<file path="src/rtl/tx_arbiter.sv">
// tx_arbiter: round-robin arbiter feeding one UART transmitter.
// Ports: clk, rst (async, active-high); req0/req1 valid/data/ready
//   (echo path / counter report path); tx_start, tx_din, tx_busy to the
//   transmitter; grant (one-hot frame owner); timeout_err (ack timeout).
module tx_arbiter #(
  parameter int GAP_CYCLES  = 2,
  parameter int ACK_TIMEOUT = 8
) (
  input  logic       clk,
  input  logic       rst,
  input  logic       req0_valid,
  input  logic [7:0] req0_data,
  output logic       req0_ready,
  input  logic       req1_valid,
  input  logic [7:0] req1_data,
  output logic       req1_ready,
  output logic       tx_start,
  output logic [7:0] tx_din,
  input  logic       tx_busy,
  output logic [1:0] grant,
  output logic       timeout_err
);

  typedef enum logic [2:0] {
    IDLE,
    START,
    WAIT_BUSY,
    WAIT_DONE,
    GAP
  } state_t;

  localparam logic [7:0] ACK_LIM  = 8'(ACK_TIMEOUT);
  localparam logic [7:0] GAP_LAST =
    (GAP_CYCLES > 0) ? 8'(GAP_CYCLES - 1) : 8'd0;
  localparam bit HAS_GAP = (GAP_CYCLES > 0);

  state_t     state_q, state_d;
  logic [7:0] cnt_q, cnt_d;
  logic [7:0] din_q, din_d;
  logic [1:0] grant_q, grant_d;
  // set when requester 1 wins a tie next
  logic       prio1_q, prio1_d;
  logic       pick1;

  always_ff @(posedge clk or posedge rst) begin
    if (rst) begin
      state_q <= IDLE;
      cnt_q   <= 8'd0;
      din_q   <= 8'd0;
      grant_q <= 2'b00;
      prio1_q <= 1'b0;
    end else begin
      state_q <= state_d;
      cnt_q   <= cnt_d;
      din_q   <= din_d;
      grant_q <= grant_d;
      prio1_q <= prio1_d;
    end
  end

  always_comb begin
    state_d     = state_q;
    din_d       = din_q;
    grant_d     = grant_q;
    prio1_d     = prio1_q;
    req0_ready  = 1'b0;
    req1_ready  = 1'b0;
    tx_start    = 1'b0;
    timeout_err = 1'b0;
    pick1 = req1_valid && (!req0_valid || prio1_q);

    unique case (state_q)
      IDLE: begin
        // ready is combinational; hold it off while reset is applied
        if ((req0_valid || req1_valid) && !rst) begin
          req1_ready = pick1;
          req0_ready = !pick1;
          din_d      = pick1 ? req1_data : req0_data;
          grant_d    = pick1 ? 2'b10 : 2'b01;
          prio1_d    = !pick1;
          state_d    = START;
        end
      end
      START: begin
        tx_start = 1'b1;
        state_d  = WAIT_BUSY;
      end
      WAIT_BUSY: begin
        if (tx_busy) begin
          state_d = WAIT_DONE;
        end else if (cnt_q == ACK_LIM) begin
          timeout_err = 1'b1;
          state_d     = HAS_GAP ? GAP : IDLE;
        end
      end
      WAIT_DONE: begin
        if (!tx_busy) begin
          state_d = HAS_GAP ? GAP : IDLE;
        end
      end
      GAP: begin
        if (cnt_q == GAP_LAST) begin
          state_d = IDLE;
        end
      end
      default: state_d = IDLE;
    endcase

    if (state_d == IDLE && state_q != IDLE) begin
      grant_d = 2'b00;
    end

    // restart on every state change, saturate otherwise
    if (state_d != state_q) begin
      cnt_d = 8'd0;
    end else if (cnt_q != 8'hFF) begin
      cnt_d = cnt_q + 8'd1;
    end else begin
      cnt_d = cnt_q;
    end
  end

  assign tx_din = din_q;
  assign grant  = grant_q;

endmodule
</file>
<file path="config.mk">
export PLATFORM = sky130hd
export DESIGN_NAME = tx_arbiter
export DESIGN_NICKNAME = d
export VERILOG_FILES = /design/src/rtl/tx_arbiter.sv
export SDC_FILE = /design/constraint.sdc
export NUM_CORES = 1
export LEC_CHECK = 0
export CORE_MARGIN = 2
export CORE_UTILIZATION = 51
export DETAILED_ROUTE_END_ITERATION = 8
export PLACE_DENSITY = 0.84
export SYNTH_ARGS = -nofsm -noshare
export SYNTH_HDL_FRONTEND = slang
export SYNTH_SLANG_ARGS = --single-unit
</file>
<file path="constraint.sdc">
create_clock -name clk -period 3.6 [get_ports clk]
set_input_delay 0.72 -clock clk [delete_from_list [all_inputs] [get_ports clk]]
set_output_delay 0.72 -clock clk [all_outputs]
set_load 0.03 [all_outputs]
</file>
==> results.py, run 1 <==
metrics = {
    "final_layout": {
        "multi_input_area_um2": 658.1,
        "diodes": 0,
        "fillers": 192,
        "drive_gt1_share_pct": 14.84,
        "final_util_pct": 67.64,
        "area_growth_pct": 28.29,
        "ff_latch_area_um2": 550.5,
        "mostFrequentLayoutCells": "clkdlybuf4s50_1 (32), dfrtp_1 (22), nand2_1 (14), o21ai_1 (9), mux2i_1 (8)",
        "post-route-cell-area_um2": 1645,
        "nets": 181,
        "layout_commonest_cell": "clkdlybuf4s50_1",
    },
    "clock_network": {
        "ctsLongestPathBuffers": 2,
        "clk_pin_slew_worst_paths_ps": 120,
        "cts_tree": "done",
        "cts_max_level": 1,
        "numCtsBuffers": 3,
        "clock_latency_ps": 310,
        "cts_hold_buf": 0,
        "cts_resized": 0,
        "clkSinkCount": 22,
        "cts_setup_buffers": 0,
        "cts_root_buffer": "clkbuf_4",
    },
    "critical_path": {
        "cpMostUsedCell": "clkdlybuf4s50_1",
        "worstPathRequired_ps": 2880,
        "crit_chain": "clkdlybuf4s50_1 > nor3b_1 > nand4_1 > nor2_1 > clkdlybuf4s50_1",
        "rrSetupSlack_ps": 1930,
        "reg2reg_to": "grant[0]",
        "crit_start": "tx_busy",
        "critPathTopFamily": "buffers and inverters",
        "worstPathArrival_ps": 2430,
        "cp_slowest_cell": "clkdlybuf4s50_1",
        "r2r_start": "state_q[1]",
        "path_depth": 5,
        "crit_buf_inv": 2,
        "crit_end": "timeout_err",
        "critPathMaxFanout": 4,
        "crit_type": "input pin to output pin",
        "worst_setup_path_end_kind": "output pin",
        "rr_worst_depth": 4,
        "crit_path_start_kind": "input pin",
        "slowest_delay_ps": 680,
    },
    "die": {
        "die_x_um": 54.15,
        "fp-row-count": 18,
        "die_h_um": 54.15,
        "pin_count": 35,
        "initial_utilization_pct": 52.73,
        "coreArea_um2": 2432,
        "fp.dieArea_um2": 2932,
    },
    "power_and_ir_drop": {
        "swShare_pct": 44.05,
        "p_leak_nw": 0.7206,
        "powerDensity_nw_per_um2": 676.9,
        "seqPwrFrac_pct": 37.2,
        "p_comb_share_pct": 52.5,
        "internal_power_uw": 623.2,
        "irDropWorstVdd_mv": 0.4294,
        "p_total_mw": 1.114,
        "netSwitchingPower_uw": 490.6,
        "clkPwrFrac_pct": 10.2,
    },
    "route": {
        "drt_pre_antenna_iters": 4,
        "drt-wirelength-per-cell_um": 14.81,
        "wl_um": 2740,
        "drc": 0,
        "num_vias": 1050,
        "vias_per_cell": 5.676,
        "ant_nets": 0,
        "first_iter_violations": 14,
    },
    "timing": {
        "fin_crit_ps": 3153,
        "timing.final.crit_share_pct": 87.59,
        "max_freq_ghz": 0.3172,
        "setup-violations-final": 0,
        "timing_hold_violations_final": 0,
        "worst_slew_pin_slew_ps": 671.2,
        "timing.setup.tns_ps": 0,
        "whs_ps": 499.2,
        "rsz0062_at_grt": "false",
        "slew_headroom_pct": 55.24,
        "drv_slew": 0,
        "finClkSkew_ps": 4.676,
    },
    "synth": {
        "syn_avg_cell_area_um2": 10.51,
        "yosysWarningCount": 0,
        "syn_nets": 146,
        "synth_seq_area_share_pct": 42.93,
        "synthCells": 122,
        "netlist_area_um2": 1282,
        "ys_ff_latch": 22,
        "yosys.cell_types.count": 37,
    },
    "placement": {
        "dp_hpwl_um": 2029,
        "gp_congestion": 0.7303,
        "portBuffers": 34,
        "dpl_cell_area_um2": 1623,
    },
    "grt": {
        "grt_use_total_pct": 20.00,
        "grt_pass1_wl_um": 4188,
        "grt_remaining_overflow": 0,
        "grt_max_degree": 23,
        "grt_pass1_vias": 949,
        "antenna_found_initial": 0,
    },
    "min_path": {
        "worstHoldPathCells": 2,
        "hp-class": "flop to flop",
    },
    "run_status": {
        "outcome": "finished clean",
    },
    "run": {
        "drv_cap": 0,
    },
}
per-stage QoR:
step / cells / setup slack (ps)
finish: 185 / 446.9
global route: 185 / 360.7
detailed placement: 182 / 448.2
global placement: 182 / 496.3
CTS: 185 / 446.9
floorplan: 122 / 858.4
worst min-delay path by stage:
stage / to / startpoint / slack [ps]
floorplan: prio1_q / prio1_q / 490
global placement: grant[0] / grant[0] / 460
detailed placement: tx_din[7] / tx_din[7] / 480
CTS: tx_din[7] / tx_din[7] / 510
global route: grant[0] / grant[0] / 530
finish: tx_din[7] / tx_din[7] / 500
registers in the layout, indices dropped and copies added (netlist names):
register  cells
cnt_q         8
grant         2
prio1_q       1
state_q       3
tx_din        8
tightest hold or removal path: stages, from the launching register on:
cell     delay [ps]
dfrtp_1         360
nand2_1          50
o21ai_1          60
per-layer routing:
| layer | global-route usage (%) | vias up | part of all wire, % | wire [um] |
|---|---|---|---|---|
| li1 | - | 508 | - | - |
| met1 | 25.26 | 504 | 44 | 1201 |
| met3 | 2.500 | 4 | 4.0 | 109 |
| met4 | 9.167 | 0 | 1.1 | 29 |
| met2 | 33.73 | 34 | 51 | 1399 |
| met5 | 0 | - | 0 | 0 |
synthesized netlist by cell type (all sizes together):
cell type,number,area share (%)
a211oi,4,3.5
a21o,2,1.2
a21oi,4,1.9
a2bb2oi,1,1.2
a31oi,4,2.0
and2,2,0.98
and3,2,0.98
and4,2,1.4
and4b,1,0.78
buf,6,3.7
dfrtp,22,43
ha,3,2.9
inv,7,2.0
mux2i,8,6.2
nand2,14,4.1
nand3,4,1.6
nand3b,1,0.88
nand4,2,2.1
nand4b,1,0.68
nor2,9,3.8
nor2b,1,0.49
nor3,5,3.1
nor3b,2,1.2
nor4b,2,2.3
o2111ai,1,2.0
o21ai,9,3.5
o31ai,1,0.59
xnor2,1,0.68
xor2,1,1.3
area by class of cell:
| type | instances | share of cell area (%) |
|---|---|---|
| flip-flops and latches | 22 | 33.46 |
| repair buffers | 36 | 21.29 |
| well taps | 30 | 2.281 |
| multi-input cells | 87 | 40.00 |
| clock buffers | 3 | 1.369 |
| inverters | 7 | 1.597 |
kinds of logic (layout without fill, tap and decap cells):
kind of cell	Yosys count	after routing	share of synthesized area [%]
muxes	8	8	6.244
and+or+nand+nor	48	48	24.39
buffers and inverters	13	46	5.756
xor gates and xnor gates	2	2	1.952
adders and majority gates	3	3	2.927
DFF	22	22	42.93
AOI/OAI and AO/OA	26	26	15.80
power groups by stage:
| stage | logic (mW) | registers (mW) | clock network (mW) |
|---|---|---|---|
| final | 0.585 | 0.415 | 0.114 |
| after global placement | 0.575 | 0.412 | 0 |
| after global routing | 0.634 | 0.426 | 0.128 |
| after floorplan | 0.322 | 0.494 | 0 |
| after CTS | 0.592 | 0.413 | 0.117 |
| after detailed placement | 0.591 | 0.419 | 0 |
Power figures use the tool's default switching activity.
==> run 2, diff against run 1 <==
clock period = 3.8 ns   (was 3.6 ns; I/O delays follow)
==> results of run 2 <==
The final DEF is identical to that of run 1. Status: finished clean.
Main changes from that run: final weighted congestion in routability-driven placement 0.7303 -> 0.7304; setup slack after placement 448.2 ps -> 568.2 ps; setup slack after layout 446.9 ps -> 566.9 ps; register-to-register setup slack 1930 ps -> 2130 ps; total power 1.114 mW -> 1.055 mW; worst IR drop on VDD 0.4294 mV -> 0.4068 mV
==> run 3, diff against run 2 <==
CELL_PAD_IN_SITES_DETAIL_PLACEMENT = 1   (was not set)
CELL_PAD_IN_SITES_GLOBAL_PLACEMENT = 2   (was not set)
CORE_UTILIZATION = 31   (was 51)
PLACE_DENSITY = not set   (was 0.84)
PLACE_DENSITY_LB_ADDON = 0.1   (was not set)
==> run 3 against run 2 <==
Effect of this change:
- clock power grew 35%
- critical path depth is the same
- non-clock buffer count is the same
- maximum frequency grew 0.47%
- first-iteration DRC count grew 100%
- die area grew 59%
- cell count grew 11%
- design area grew 2.7%
- via count shrank 4.4%
- critical path type unchanged
- highest routed layer unchanged
- register-to-register slack lost 40 ps
- clock-buffer cell count is the same
==> results.py, run 3 (synthesis gave the netlist of run 1 again) <==
metrics = {
    "final_layout": {
        "fillers": 454,
        "ff_latch_area_um2": 550.5,
        "multi_input_area_um2": 658.1,
        "mostFrequentLayoutCells": "clkdlybuf4s50_1 (32), dfrtp_1 (22), nand2_1 (14), o21ai_1 (9), mux2i_1 (8)",
        "fin_cells": 205,
        "nets": 181,
        "diodes": 0,
        "drive_gt1_share_pct": 14.84,
        "layout_commonest_cell": "clkdlybuf4s50_1",
        "area_growth_pct": 31.71,
        "final_util_pct": 42.23,
    },
    "timing": {
        "timing_hold_violations_final": 0,
        "worst_slew_pin_slew_ps": 697.1,
        "timing.final.crit_share_pct": 84.68,
        "fin_crit_ps": 3218,
        "rsz0062_at_grt": "false",
        "slew_headroom_pct": 53.51,
        "whs_ps": 484.0,
        "timing.setup.tns_ps": 0,
        "finClkSkew_ps": 3.957,
        "drv_slew": 0,
        "max_freq_ghz": 0.3108,
        "setup-violations-final": 0,
    },
    "grt": {
        "grt_pass1_vias": 1038,
        "antenna_found_initial": 0,
        "grt_pass1_wl_um": 4843,
        "grt_remaining_overflow": 0,
        "grt_use_total_pct": 13.87,
        "grt_max_degree": 23,
    },
    "critical_path": {
        "crit_type": "input pin to output pin",
        "worstPathRequired_ps": 3040,
        "worstPathArrival_ps": 2460,
        "critPathMaxFanout": 4,
        "crit_path_start_kind": "input pin",
        "worst_setup_path_end_kind": "output pin",
    },
    "power_and_ir_drop": {
        "internal_power_uw": 625.3,
        "irDropWorstVdd_mv": 0.2387,
        "swShare_pct": 43.11,
        "powerDensity_nw_per_um2": 650.8,
        "clkPwrFrac_pct": 13.3,
        "seqPwrFrac_pct": 35.7,
        "netSwitchingPower_uw": 473.9,
        "p_comb_share_pct": 51.0,
        "p_leak_nw": 0.7284,
    },
    "placement": {
        "portBuffers": 34,
        "dp_hpwl_um": 2239,
        "dp.cells": 202,
        "gp_congestion": 0.7814,
    },
    "route": {
        "drt_pre_antenna_iters": 4,
        "ant_nets": 0,
        "drc": 0,
        "num_vias": 1004,
        "first_iter_violations": 28,
        "drt-wirelength-per-cell_um": 14.75,
        "wl_um": 3024,
        "vias_per_cell": 4.898,
    },
    "run": {
        "drv_cap": 0,
    },
    "clock_network": {
        "cts_tree": "done",
        "cts_setup_buffers": 0,
        "clkSinkCount": 22,
        "cts_resized": 0,
        "cts_hold_buf": 0,
        "clock_latency_ps": 260,
        "numCtsBuffers": 3,
        "clk_pin_slew_worst_paths_ps": 80,
        "cts_root_buffer": "clkbuf_8",
        "ctsLongestPathBuffers": 2,
        "cts_max_level": 1,
    },
    "die": {
        "initial_utilization_pct": 32.06,
        "fp.dieArea_um2": 4668,
        "die_x_um": 68.32,
        "coreArea_um2": 4000,
        "fp-row-count": 23,
        "die_h_um": 68.32,
        "pin_count": 35,
    },
    "min_path": {
        "hp-class": "flop to flop",
    },
    "run_status": {
        "outcome": "finished clean",
    },
}
==> run 3: worst max-delay path, stage by stage <==
cell and delay, ps:
clkdlybuf4s50_1 480, nor3b_1 210, nand4_1 200, nor2_1 140, clkdlybuf4s50_1 670
==> run 3: path summary, 6_finish.rpt <==
| kind | from | endpoint | slack (ps) | depth (start not counted) |
|---|---|---|---|---|
| hold / removal | grant[0] | grant[0] | 480 | 1 |
| setup / recovery | tx_busy | timeout_err | 580 | 5 |
| max in group asynchronous | rst | tx_din[6] | 2640 | 3 |
| min in group asynchronous | rst | state_q[0] | 920 | 3 |
| setup reg to reg | state_q[1] | grant[1] | 2090 | 4 |
| hold reg to reg | grant[0] | grant[0] | 480 | 1 |
==> run 3: power groups by stage <==
stage / sequential (mW) / clock, mW / combinational (mW)
after CTS: 0.393 / 0.153 / 0.573
after floorplan: 0.468 / 0 / 0.305
final: 0.393 / 0.146 / 0.560
after global placement: 0.394 / 0 / 0.561
after global routing: 0.408 / 0.165 / 0.608
after detailed placement: 0.398 / 0 / 0.571
==> run 3: stage by stage <==
| step | instance area, um2 | power (mW) | setup slack [ps] |
|---|---|---|---|
| 5_1_grt | 1689 | 1.181 | 490.2 |
| 3_5_place_dp | 1648 | 0.9684 | 563.4 |
| 6_report | 1689 | 1.099 | 582.1 |
| 4_1_cts | 1689 | 1.120 | 555.2 |
| 3_3_place_gp | 1648 | 0.9549 | 609.6 |
| 2_1_floorplan | 1282 | 0.7733 | 978.4 |
==> run 3: area by class of cell <==
class | instances | area share, %
repair buffers | 36 | 20.74
multi-input cells | 87 | 38.96
clock buffers | 3 | 2.444
well taps | 50 | 3.704
inverters | 7 | 1.556
flip-flops and latches | 22 | 32.59
==> run 3: layer usage <==
metal / global-route usage, % / up-vias / part of all wire, %
li1: - / 503 / -
met1: 17.76 / 482 / 45
met2: 23.79 / 17 / 50
met3: 2.138 / 2 / 3.5
met4: 4.500 / 0 / 0.66
met5: 0 / - / 0
